--- src/rtl/demux_reg_bank_pkg.sv ---
// demux_reg_bank_pkg: shared types and default geometry for the demux register bank.
package demux_reg_bank_pkg;

    // Default geometry: 3 entries of 3 bits, 2-bit select.
    localparam int DEF_N = 3;
    localparam int DEF_M = 3;
    localparam int DEF_S = 2;

    // Controller states: normal operation or the clear sweep.
    typedef enum logic {S_IDLE, S_CLEAR} demux_state_t;

endpackage

--- src/rtl/dec_onehot.sv ---
// dec_onehot: gated binary-to-one-hot decoder. An index with no matching
// entry (sel >= N) yields an all-zero vector, so it can never write anything.
module dec_onehot #(
    parameter int N = 3,
    parameter int S = 2
) (
    input  logic         en,
    input  logic [S-1:0] sel,
    output logic [N-1:0] onehot
);

    // One bit per entry, set only when enabled and the index matches.
    always_comb begin
        onehot = '0;
        for (int k = 0; k < N; k++) begin
            if (en && (sel == S'(k))) begin
                onehot[k] = 1'b1;
            end
        end
    end

endmodule

--- src/rtl/demux_reg_bank.sv ---
// demux_reg_bank: N x M register bank written through a valid/ready port
// (1-to-N demux) with a sequenced clear sweep. Entry k is at bank[k*M +: M].
// Optional build macro DEMUX_REG_BANK_WR_ERR_EN enables the wr_err flag for
// accepted writes whose select has no matching entry.
//
// Handshake: a write transfers on a rising edge where wr_valid && wr_ready.
// wr_ready is combinational, low while clearing and while clr_req is high;
// the master must hold wr_valid/wr_sel/wr_data until the transfer happens.
// busy is the exposed controller state (1 exactly when in S_CLEAR).
module demux_reg_bank
    import demux_reg_bank_pkg::*;
#(
    parameter int N = DEF_N,
    parameter int M = DEF_M,
    parameter int S = DEF_S
) (
    input  logic           clk,
    input  logic           rst_n,
    input  logic           wr_valid,
    output logic           wr_ready,
    input  logic [S-1:0]   wr_sel,
    input  logic [M-1:0]   wr_data,
    input  logic           clr_req,
    output logic           busy,
    output logic [N*M-1:0] bank,
    output logic           wr_err
);

    demux_state_t   state_q, state_d;
    logic [S-1:0]   cnt_q, cnt_d;
    logic [N*M-1:0] bank_q, bank_d;
    logic           wr_fire;
    logic [N-1:0]   wr_oh;
    logic [N-1:0]   clr_oh;

    assign wr_ready = (state_q == S_IDLE) && !clr_req;
    assign wr_fire  = wr_valid && wr_ready;
    assign busy     = (state_q == S_CLEAR);
    assign bank     = bank_q;

    // Write-enable decode: only the selected entry, only on a handshake.
    dec_onehot #(.N(N), .S(S)) u_dec_wr (
        .en     (wr_fire),
        .sel    (wr_sel),
        .onehot (wr_oh)
    );

    // Clear-enable decode: the entry pointed to by the sweep counter.
    dec_onehot #(.N(N), .S(S)) u_dec_clr (
        .en     (busy),
        .sel    (cnt_q),
        .onehot (clr_oh)
    );

    // Next state and sweep counter; requests during a sweep are ignored.
    always_comb begin
        state_d = state_q;
        cnt_d   = cnt_q;
        case (state_q)
            S_IDLE: begin
                if (clr_req) begin
                    state_d = S_CLEAR;
                    cnt_d   = '0;
                end
            end
            S_CLEAR: begin
                if (cnt_q == S'(N - 1)) begin
                    state_d = S_IDLE;
                    cnt_d   = '0;
                end else begin
                    cnt_d = cnt_q + S'(1);
                end
            end
            default: begin
                state_d = S_IDLE;
                cnt_d   = '0;
            end
        endcase
    end

    // Bank next value: clear and write never overlap since wr_ready is low while clearing.
    always_comb begin
        bank_d = bank_q;
        for (int k = 0; k < N; k++) begin
            if (clr_oh[k]) begin
                bank_d[k*M +: M] = '0;
            end else if (wr_oh[k]) begin
                bank_d[k*M +: M] = wr_data;
            end
        end
    end

    // State, counter and bank registers.
    always_ff @(posedge clk or negedge rst_n) begin
        if (!rst_n) begin
            state_q <= S_IDLE;
            cnt_q   <= '0;
            bank_q  <= '0;
        end else begin
            state_q <= state_d;
            cnt_q   <= cnt_d;
            bank_q  <= bank_d;
        end
    end

`ifdef DEMUX_REG_BANK_WR_ERR_EN
    logic wr_err_q, wr_err_d;

    // Flag a transfer that decoded to no entry, for the cycle after the edge.
    always_comb begin
        wr_err_d = wr_fire && (wr_oh == '0);
    end

    // Error flag register.
    always_ff @(posedge clk or negedge rst_n) begin
        if (!rst_n) begin
            wr_err_q <= 1'b0;
        end else begin
            wr_err_q <= wr_err_d;
        end
    end

    assign wr_err = wr_err_q;
`else
    assign wr_err = 1'b0;
`endif

endmodule
--- config.mk ---
export PLATFORM = sky130hd
export DESIGN_NAME = demux_reg_bank
export DESIGN_NICKNAME = d
export VERILOG_FILES = /design/src/rtl/demux_reg_bank_pkg.sv /design/src/rtl/dec_onehot.sv /design/src/rtl/demux_reg_bank.sv
export SDC_FILE = /design/constraint.sdc
export NUM_CORES = 1
export LEC_CHECK = 0
export CAP_MARGIN = 20
export CELL_PAD_IN_SITES_DETAIL_PLACEMENT = 1
export CELL_PAD_IN_SITES_GLOBAL_PLACEMENT = 2
export CORE_MARGIN = 2
export CORE_UTILIZATION = 22
export DETAILED_ROUTE_END_ITERATION = 6
export PLACE_DENSITY = 0.74
export SLEW_MARGIN = 15
export SYNTH_ARGS = -nofsm -noshare
export SYNTH_HDL_FRONTEND = slang
export SYNTH_SLANG_ARGS = --single-unit
--- constraint.sdc ---
create_clock -name clk -period 1.34 [get_ports clk]
set_input_delay 0.268 -clock clk [delete_from_list [all_inputs] [get_ports clk]]
set_output_delay 0.268 -clock clk [all_outputs]
set_load 0.05 [all_outputs]
# Word-level counts from Yosys, hierarchy flattened
# Cells that the tools add are included.
# totals
ff_bits	12
output_inout_bits	12
inputBits	9
wordCells	44
# classes
n_reduce_logical	14
n_addsub	1
muxes	18
n_bitwise	1
n_eq_ne	5
# ops
cell	count
two-way mux 3 bit	6
logical AND 1 bit	8
two-way mux 1 bit	8
nonzero test 2 bit	3
== test 2 x 1 -> 1 bit (second input constant)	2
== test 2 bit (second input constant)	2
zero test 2 bit	2
two-way mux 2 bit	2
case mux 2 bit (2 select lines)	1
adder 2 x 1 -> 2 bit (second input constant)	1
inequality test 2 bit (second input constant)	1
case mux 1 bit (2 select lines)	1
zero test 1 bit	1
NOT 1 bit	1

# Depth between registers and ports, before layout
# depth
ltp_word	7
mapped_depth	4
ltp_nobuf	3

# By module
# A second synthesis with hierarchy kept.
# unflattened
hier_cells	45
hier_area_um2	555.5
# modules_own_cells
module	instances	cells_per_inst	area_each_um2
demux_reg_bank	1	39	495.5
dec_onehot	2	3	30.0

# Worst setup path after synthesis
# Ideal clock, no wire load.
# synth_timing
path_kind	register to register
from	reg state_q, in the netlist busy
to	reg bank_q[3], in the netlist bank[3]
t_arrival_ns	2.014
path_buffers	0
period_less_slack_ns	2.143
setup_time_ns	0.129
stages_incl_launch_ff	4
setup_slack_ns	-0.803
cell_sequence	dfrtp_1 nor2_1 nand4b_1 mux2i_1
# synth_via
elab_chain_cells	6
word_cells_on_any_way	9
# synth_lines
item	line_no	text
start: declaration	demux_reg_bank.sv:29	demux_state_t state_q, state_d;
start signal: assignment	demux_reg_bank.sv:100	state_q <= state_d;
NOT 1 bit	--	
logical AND 1 bit	demux_reg_bank.sv:36	assign wr_ready = (state_q == S_IDLE) && !clr_req;
net wr_ready	demux_reg_bank.sv:20	output logic wr_ready,
logical AND 1 bit	demux_reg_bank.sv:37	assign wr_fire = wr_valid && wr_ready;
logical AND 1 bit	dec_onehot.sv:16	if (en && (sel == S'(k))) begin
two-way mux 1 bit	dec_onehot.sv:16	
nonzero test 2 bit (no source line)	--	
end signal: assignment	demux_reg_bank.sv:102	bank_q <= bank_d;
end: declaration	demux_reg_bank.sv:31	logic [N*M-1:0] bank_q, bank_d;
# The timed path passes the listed nets, and every way through them passes these cells.
# A chain may end at the register's enable or synchronous reset.

# Final worst setup path
# layout_timing
from	reg state_q, in the netlist busy
to	out wr_ready
# layout_via
elab_chain_cells	2
# layout_lines
item	line_no
NOT 1 bit	--
logical AND 1 bit	demux_reg_bank.sv:36
end: declaration	demux_reg_bank.sv:20
# Every way passes these cells.

==> results.ini <==
[place]
portBuffers = 19
place_area_um2 = 923
gp_congestion = 0.706
dp_cells = 101
hpwlAfterDp_um = 1180

[floorplan]
start_util_pct = 23.8
core_area_mm2 = 0.00225
chipWidth_um = 53.3
ios = 21
die_area_mm2 = 0.00284
rows = 17
fp.dieH_um = 53.3

[synthesis]
yosysMostFrequentCell = dfrtp_1
synth_top_area_share_pct = 56.1
synthTopCellsByCount = 12 x dfrtp_1, 10 x nand2_1, 6 x mux2i_1
syn_area_um2 = 536
syn_avg_cell_area_um2 = 10.9
synth_top_cell_by_area = dfrtp_1
syn_nets = 58
synth.yosys.seq_area_share_pct = 56.1
ys_ff_latch = 12
synth_edf_count = 0
syn_inst = 49
synth.distinct_cells = 16
async_reset_ff_share_pct = 100
synthFlopType = dfrtp_1
synth_warnings = 0
synth_top_cells_by_area = dfrtp_1 56%, mux2i_1 11%, nand2_1 7.0%, o211ai_1 4.2%, o31ai_1 4.2%

[layout]
antenna_cells = 0
nNetsFinal = 91
multi_input_area_um2 = 219
fillers = 247
ff_latch_area_um2 = 302
drive_above_1_share_pct = 38.3
fin_cells = 109
finalInstanceArea_mm2 = 0.00100
area_growth_syn_to_layout_pct = 87.6

[sta]
hold_ws_ps = 282
hold_viol_final = 0
post-route-period-util_pct = 106
rsz0062_at_grt = yes
fin_crit_ps = 1420
finalMaxSlewViolations = 0
finalSetupViolations = 5
setup_ws_ps = -79.0
fin_tns_setup_ps = -148
clock_skew_ps = 10.7
clock.fmax_mhz = 705

[worst_setup_path]
cp.arrival_ps = 1150
start_kind = flop
rr_startpoint = busy$_DFF_PN0_
cp_common_cell = buf_6
slowest_stage = dfrtp_2
critical_path.max_fanout = 4
crit_required_ps = 1070
crit_type = flop to primary output
path_cells = buf_6 -> nor2_4 -> buf_6 -> buf_12
critPathCaptureType = primary output
crit_buf_inv = 3
cp-startpoint = busy$_DFF_PN0_
crit_family = flip-flops
cp_slowest_stage_delay_ps = 420

[grt]
grt_pass1_vias = 575
grt.overflow.total = 0
antenna_found_initial = 0
grt_max_degree = 13
grt_usage_pct = 13.6
grt_pass1_wl_um = 2640

[pwr]
power_density_mw_per_mm2 = 1630
p_leak_nw = 0.505
ir_worst_vdd_mv = 0.756

[drt]
wl_per_cell_um = 13.9
drt_iter0_drc = 5
m1WireLength_um = 572
wirelength_um = 1520
top_layer = met4
route.met2.wl_um = 871
drcViolationCount = 0
dr_wl_met3_um = 47
routed_via_density = 4.52
dr.pass1.iters = 3
vias = 493
ant_nets = 0

[clocking]
clock_sinks = 12
htree_levels = 1
insertion_delay_ps = 280
clk_pin_slew_worst_paths_ps = 90
tritoncts = built
clockBufferDepth = 2
cts-root-buf = clkbuf_4
cts_made_buffers = 3

[hold_path]
hp-class = input port to async pin

[run_status]
violations = negative setup slack
status = finished, violations left

[run]
max-cap-violations = 0

-- power by group --
part / switching (mW) / internal, mW / leakage [nW]
Clock: 0.132 / 0.165 / 0.0210
Sequential: 0.0818 / 0.445 / 0.159
Combinational: 0.408 / 0.405 / 0.325
-- path summary, 6_finish.rpt --
check | end | slack [ps] | depth (start not counted)
worst max-delay path | wr_ready | -80 | 4
worst min-delay path | bank[2]$_DFFE_PN0P_ | 280 | 2
worst max register to register | bank[1]$_DFFE_PN0P_ | -30 | 3
worst min register to register | cnt_q[1]$_DFFE_PN0P_ | 540 | 2
max in group asynchronous | bank[6]$_DFFE_PN0P_ | 890 | 2
min in group clk | bank[2]$_DFFE_PN0P_ | 370 | 3
-- worst register-to-register path, delay by kind of cell (launching register included) --
kind	cells	cell delay, ps
flip-flops	1	420
AO/OA/AOI/OAI	2	290
AND/OR/NAND/NOR	1	530
-- cells in the final DEF, fill, tap and decap left out --
master            n
or3b_2            1
buf_4            10
or4b_4            1
dlygate4sd2_1     1
nor2_4            1
nand2_1          10
dfrtp_1          11
inv_1             3
clkdlybuf4s50_1   5
nor2b_1           1
conb_1            1
o211ai_1          3
mux2i_1           6
o31ai_1           3
nand4b_1          2
clkbuf_4          3
buf_12           11
dlymetal6s2s_1    2
clkbuf_8          1
nand3b_1          2
dfrtp_2           1
buf_6             2
-- flip-flops by register name, indices dropped and copies added (netlist names) --
| signal | flops |
|---|---|
| busy | 1 |
| bank | 9 |
| cnt_q | 2 |
-- per-layer routing --
metal,vias to the layer above,GRT usage (%)
met1,250,14.0
met5,-,0
met2,10,25.3
met4,0,5.98
li1,231,-
met3,2,3.39
-- timing repair --
item | in CTS | in global routing
pin swaps | 4 | 3
setup endpoints to repair | 4 | 11
hold buffers | 0 | 0
resized for setup | 4 | 2
gates cloned | 0 | 0
buffers inserted | 3 | 1
-- logic make-up after synthesis --
| family | after synthesis | share of synthesized area (%) |
|---|---|---|
| buffers and inverters | 6 | 5.14 |
| multiplexers | 6 | 11.2 |
| AO/OA/AOI/OAI | 6 | 8.41 |
| other | 1 | 0.700 |
| flip-flops | 12 | 56.1 |
| AND/OR/NAND/NOR | 18 | 18.5 |
-- final cells by class --
cell class | count | area share, %
repair buffers | 31 | 40.0
well taps | 28 | 3.49
clock buffers | 4 | 3.61
multi-input cells | 31 | 21.8
inverters | 3 | 1.12
flip-flops and latches | 12 | 30.0
-- metrics by stage --
step / setup slack (ps) / total power [mW] / utilization, %
global route: -140 / 1.73 / 44.6
global placement: -386 / 1.27 / 41.0
finish: -79.0 / 1.64 / 44.6
detailed placement: -423 / 1.29 / 41.0
floorplan: -175 / 0.874 / -
CTS: -95.7 / 1.64 / 44.0
No activity file was read; power rests on OpenSTA's default activity.
